**src/rtl/booth_mult32.sv**
```systemverilog
// Sequential radix-2 Booth 32x32 signed multiplier; optional HI word port under BOOTH_HI_EN.
// Latency: 32 cycles from the start edge to a one-cycle data_resultRDY pulse.
// No backpressure: a new ctrl_MULT pulse always wins and aborts any operation in flight.

module booth_cla32 (
    input  logic [31:0] i_a,
    input  logic [31:0] i_b,
    input  logic        i_c0,
    output logic [31:0] o_sum,
    output logic        o_ovf
);
    logic [31:0] w_b;
    logic [31:0] w_g;
    logic [31:0] w_p;
    logic [32:0] w_c;

    // Carry-in doubles as the subtract select: B is inverted and the +1 enters here.
    always_comb begin
        w_b    = i_b ^ {32{i_c0}};
        w_g    = i_a & w_b;
        w_p    = i_a ^ w_b;
        w_c    = '0;
        w_c[0] = i_c0;
        for (int k = 0; k < 8; k++) begin
            w_c[4*k+1] = w_g[4*k] | (w_p[4*k] & w_c[4*k]);
            w_c[4*k+2] = w_g[4*k+1] | (w_p[4*k+1] & w_g[4*k])
                       | (w_p[4*k+1] & w_p[4*k] & w_c[4*k]);
            w_c[4*k+3] = w_g[4*k+2] | (w_p[4*k+2] & w_g[4*k+1])
                       | (w_p[4*k+2] & w_p[4*k+1] & w_g[4*k])
                       | (w_p[4*k+2] & w_p[4*k+1] & w_p[4*k] & w_c[4*k]);
            w_c[4*k+4] = w_g[4*k+3] | (w_p[4*k+3] & w_g[4*k+2])
                       | (w_p[4*k+3] & w_p[4*k+2] & w_g[4*k+1])
                       | (w_p[4*k+3] & w_p[4*k+2] & w_p[4*k+1] & w_g[4*k])
                       | (w_p[4*k+3] & w_p[4*k+2] & w_p[4*k+1] & w_p[4*k] & w_c[4*k]);
        end
        o_sum = w_p ^ w_c[31:0];
        o_ovf = w_c[32] ^ w_c[31];
    end
endmodule

module booth_mult32 (
    input  logic        clock,
    input  logic        reset,
    input  logic        ctrl_MULT,
    input  logic [31:0] data_operandA,
    input  logic [31:0] data_operandB,
    output logic [31:0] data_result,
    output logic        data_exception,
    output logic        data_resultRDY
`ifdef BOOTH_HI_EN
    ,
    output logic [31:0] data_resultHI
`endif
);
    typedef enum logic [1:0] {S_IDLE, S_RUN, S_DONE} state_t;

    state_t      r_state;
    state_t      w_state_nxt;
    logic [31:0] r_m;
    logic [31:0] r_acc;
    logic [31:0] r_q;
    logic        r_q1;
    logic [5:0]  r_count;
    logic [31:0] r_result;
    logic        r_exc;
`ifdef BOOTH_HI_EN
    logic [31:0] r_hi;
`endif

    logic        w_last;
    logic        w_add;
    logic [31:0] w_sum;
    logic        w_ovf;
    logic [31:0] w_mid;
    logic        w_sign;
    logic [31:0] w_acc_nxt;
    logic [31:0] w_q_nxt;
    logic        w_exc_nxt;

    booth_cla32 u_add (
        .i_a   (r_acc),
        .i_b   (r_m),
        .i_c0  (r_q[0]),
        .o_sum (w_sum),
        .o_ovf (w_ovf)
    );

    always_ff @(posedge clock) begin
        if (reset) r_state <= S_IDLE;
        else       r_state <= w_state_nxt;
    end

    always_comb begin
        w_state_nxt = r_state;
        w_last      = (r_state == S_RUN) && (r_count == 6'd31);
        if (ctrl_MULT) begin
            w_state_nxt = S_RUN;
        end else begin
            case (r_state)
                S_IDLE:  w_state_nxt = S_IDLE;
                S_RUN:   if (w_last) w_state_nxt = S_DONE;
                S_DONE:  w_state_nxt = S_IDLE;
                default: w_state_nxt = S_IDLE;
            endcase
        end
    end

    // Sign of the 33-bit partial product is taken past any adder overflow,
    // which keeps the -2^31 multiplicand exact without a special case.
    always_comb begin
        w_add     = r_q[0] ^ r_q1;
        w_mid     = w_add ? w_sum : r_acc;
        w_sign    = w_add ? (w_sum[31] ^ w_ovf) : r_acc[31];
        w_acc_nxt = {w_sign, w_mid[31:1]};
        w_q_nxt   = {w_mid[0], r_q[31:1]};
        w_exc_nxt = !((&{w_acc_nxt, w_q_nxt[31]}) || !(|{w_acc_nxt, w_q_nxt[31]}));
    end

    always_ff @(posedge clock) begin
        if (reset || ctrl_MULT) begin
            r_m      <= reset ? 32'd0 : data_operandA;
            r_q      <= reset ? 32'd0 : data_operandB;
            r_acc    <= '0;
            r_q1     <= 1'b0;
            r_count  <= '0;
            r_result <= '0;
            r_exc    <= 1'b0;
`ifdef BOOTH_HI_EN
            r_hi     <= '0;
`endif
        end else if (r_state == S_RUN) begin
            r_acc   <= w_acc_nxt;
            r_q     <= w_q_nxt;
            r_q1    <= r_q[0];
            r_count <= r_count + 6'd1;
            if (w_last) begin
                r_result <= w_q_nxt;
                r_exc    <= w_exc_nxt;
`ifdef BOOTH_HI_EN
                r_hi     <= w_acc_nxt;
`endif
            end
        end
    end

    assign data_result    = r_result;
    assign data_exception = r_exc;
    assign data_resultRDY = (r_state == S_DONE);
`ifdef BOOTH_HI_EN
    assign data_resultHI  = r_hi;
`endif
endmodule
```
**config.mk**
```make
export PLATFORM = sky130hd
export DESIGN_NAME = booth_mult32
export DESIGN_NICKNAME = d
export VERILOG_FILES = /design/src/rtl/booth_mult32.sv
export SDC_FILE = /design/constraint.sdc
export NUM_CORES = 1
export LEC_CHECK = 0
export ABC_AREA = 1
export CAP_MARGIN = 10
export CORE_UTILIZATION = 40
export CTS_BUF_LIST = sky130_fd_sc_hd__clkbuf_8
export DETAILED_ROUTE_END_ITERATION = 12
export GPL_ROUTABILITY_DRIVEN = 0
export GPL_TIMING_DRIVEN = 0
export PLACE_DENSITY = 0.62
export SYNTH_ARGS = -nofsm -noshare
export SYNTH_HDL_FRONTEND = slang
export SYNTH_SLANG_ARGS = --single-unit
```
**constraint.sdc**
```tcl
create_clock -name clock -period 5.9 [get_ports clock]
set_input_delay 0.59 -clock clock [delete_from_list [all_inputs] [get_ports clock]]
set_output_delay 0.59 -clock clock [all_outputs]
set_load 0.1 [all_outputs]
```
==> flow_summary_export.csv <==
group,metric,value,unit
final_layout,fill_cells,1884,
setup_path,crit_top_cell,"nand2_1",
clocking,clk_pin_slew,0.09,ns
clocking,cts_buffers,17,
setup_path,max_stage_delay,0.43,ns
setup_path,required,6.24,ns
clocking,cts_buffer_depth,2,
worst_hold_path,hold_start,"data_result[7]$_SDFFE_PN0P_",
route,wirelength,18500,um
setup_path,crit_slowest_cell,"edfxtp_1",
die,initial_utilization,0.4100,
die,die_h,140.7,um
clocking,clockRootBuffer,"clkbuf_8",
sta,setup_violations,0,
pwr,p_seq_frac,0.447,
synthesis,syn-cell-area,7695,um2
final_layout,area_delta_synth_final,23.09,%
synthesis,syn_area_per_cell,7.734,um2
final_layout,n_antenna_cell,0,
final_layout,fin_util,0.5047,
placed_design,dp_hpwl,13680,um
route,avgViaCountPerCell,4.832,
die,core,18770,um2
global_route,grt_pass1_wl,30640,um
setup_path,worstReg2RegEnd,"data_exception$_SDFFE_PN0P_",
route,first_iter_violations,376,
pwr,vdd_drop_max,0.0001430,V
die,dieArea,19800,um2
clocking,cts_tree,"built",
global_route,grt_max_degree,33,
sta,maxSlewViolCount,0,
synthesis,ys_warn_count,0,
setup_path,cp_max_fo,10,
synthesis,synth.ff_latch_count,138,
setup_path,crit_type,"reg2reg",
pwr,p_per_area,255.4,nW/um2
final_layout,layout-drive-gt1-share,0.06300,
clocking,post-cts-setup-buffers,0,
sta,maxSlewHeadroom,0.3202,
flow_run,cap_violations,0,
synthesis,syn-num-nets,1102,
global_route,grt_overflow,0,
placed_design,dp.cells,1329,
synthesis,synthCells,995,
route,routedWlPerCell,13.59,um
setup_path,worst_setup_path_start_kind,"register",
sta,tightestPinTransition,1.016,ns
global_route,grt_usage,0.1963,
worst_hold_path,hold_path_end,"data_result[7]$_SDFFE_PN0P_",
outcome,status,"finished, final reports clean",
placed_design,placed_area,9019,um2
pwr,p_int,1.678,mW
die,io_pins,101,
sta,finalSetupTns,0,ns
pwr,power_leakage,4.129,nW
die,fp.dieW,140.7,um
pwr,p_comb_frac,0.183,
synthesis,synth_cell_type_count,36,
route,post-route-drc-count,0,
die,num_rows,50,
clocking,clock_latency,0.47,ns
route,ant_nets,0,
final_layout,fin_cells,1361,
setup_path,path_buf_inv,3,
synthesis,synth-seq-area-share,0.4423,
global_route,grt_pass1_vias,6173,
sta,hold_viol_final,0,
setup_path,crit_family,"simple AND/OR/NAND/NOR gates",
final_layout,fin_area,9472,um2
clocking,clkSinkCount,138,
clocking,htree_levels,4,
sta,timing.final.crit_share,0.8853,
sta,rsz0062_at_grt,"false",
sta,fmax,191.5,MHz
pwr,power.switching,0.7408,mW
setup_path,reg2regPathDepth,40,
setup_path,endpoint_kind,"register",
final_layout,final_nets,1221,
placed_design,numPortBuffers,98,
route,first_pass_iters,5,
sta,finClkSkew,0.01699,ns
route,vias,6577,
sta,min_period,5.223,ns
setup_path,r2r_setup_slack,0.68,ns
setup_path,arrival,5.56,ns
worst_hold_path,min_path_cells,2,
final_layout,mostFrequentLayoutCells,"278 x nand2_1, 128 x inv_1, 98 x clkdlybuf4s50_1",
global_route,antenna_found_initial,0,
worst_hold_path,hold_class,"reg2reg",
final_layout,layout_commonest_cell,"nand2_1",
pwr,swShare,0.3063,
pwr,pwr-share-clk,0.370,
setup_path,r2r-start,"r_q[0]$_DFFE_PP_",
## final cells by class
| type | instances | area [um2] | share of cell area |
|---|---|---|---|
| multi-input combinational | 684 | 3603 | 0.3804 |
| sequential | 138 | 3403 | 0.3593 |
| timing repair buffer | 100 | 1028 | 0.1086 |
| inverter | 129 | 484.2 | 0.05112 |
| tap | 234 | 292.8 | 0.03091 |
| clock buffer | 17 | 234.0 | 0.02470 |
| clock inverter | 15 | 215.2 | 0.02272 |
| buffer | 44 | 210.2 | 0.02219 |
## per-layer routing
layer	vias to the layer above	track usage	routed length [um]
li1	3440	-	-
met1	3006	0.2712	9234
met2	114	0.3116	8371
met3	17	0.03906	656
met4	0	0.05549	237
met5	-	0	0
## worst min-delay path, stage by stage (launching register included)
cell and delay, ns:
dfxtp_1 0.32, nand2_1 0.06, a21oi_1 0.05
## cells by family after synthesis
logic type / Yosys count / share of synthesized area
AND/OR/NAND/NOR: 497 / 0.2741
buffers and inverters: 173 / 0.08943
flip-flops: 138 / 0.4423
AO/OA/AOI/OAI: 108 / 0.07789
adder cells (fa/ha/maj): 40 / 0.07187
XOR/XNOR: 39 / 0.04439
## power groups by stage
stage	sequential, mW	combinational [mW]	clock [mW]
after floorplan	1.10	0.309	0
after global placement	1.10	0.431	0
after detailed placement	1.10	0.439	0
after CTS	1.08	0.442	0.913
after global routing	1.09	0.502	0.953
final	1.08	0.442	0.896
## through the flow
step / power (mW) / setup WS (ns) / hold slack (ns)
4_1_cts: 2.435 / 0.3452 / 0.4718
6_report: 2.419 / 0.6769 / 0.4686
3_5_place_dp: 1.541 / 0.3815 / 0.4577
2_1_floorplan: 1.405 / 1.529 / 0.4241
5_1_grt: 2.541 / 0.04978 / 0.4889
3_3_place_gp: 1.534 / 0.3987 / 0.4434
## flip-flops by register name (all words and copies together) (netlist names)
| signal | cells |
|---|---|
| data_exception | 1 |
| data_result | 32 |
| r_acc | 32 |
| r_count | 6 |
| r_m | 32 |
| r_q | 32 |
| r_q1 | 1 |
| r_state | 2 |
## worst max path at each step
stage                                        to  slack (ns)              from  cells after the start
finish              data_exception$_SDFFE_PN0P_        0.68  r_q[0]$_DFFE_PP_                     40
global route        data_exception$_SDFFE_PN0P_        0.05  r_q[0]$_DFFE_PP_                     40
CTS                 data_exception$_SDFFE_PN0P_        0.35  r_q[0]$_DFFE_PP_                     40
detailed placement  data_exception$_SDFFE_PN0P_        0.38  r_q[0]$_DFFE_PP_                     40
global placement    data_exception$_SDFFE_PN0P_        0.40  r_q[0]$_DFFE_PP_                     40
floorplan           data_exception$_SDFFE_PN0P_        1.53  r_q[0]$_DFFE_PP_                     40
## timing repair
action,CTS,global route
hold buffers,0,0
gates resized for setup,0,9
endpoints found under the setup margin,0,1
## cell usage after synthesis
master    count  area (um2)
xor2_1       28       245.2
nor3_2        1       10.01
xnor2_1      11       96.34
edfxtp_1     64        1922
a211oi_1      1       7.510
fa_1          7       140.1
nor3_1       10       50.05
o21ai_1       3       15.01
inv_2         1       3.750
buf_1         5       18.77
a31oi_1       2       12.51
and2_1        2       12.51
nand2_4       3       33.78
nand3_1      88       440.4
o21ai_2       5       43.79
clkbuf_1     32       120.1
inv_1       128       480.5
o22ai_1      19       118.9
o211a_1       1       10.01
buf_4         2       15.01
nand3b_1      6       45.04
buf_6         4       45.04
nand2_2      11       68.82
o21a_1        1       7.510
ha_1         33       412.9
dfxtp_1      74        1481
nand2_1     278        1044
nor2_1       87       326.6
a21oi_1      52       260.3
or2_2         1       6.260
o21ai_0      23       115.1
nand4_1       6       37.54
buf_2         1       5.000
nand3_2       2       20.02
a21oi_2       1       8.760
nor3b_1       2       15.01
(Power assumes the default switching activity.)
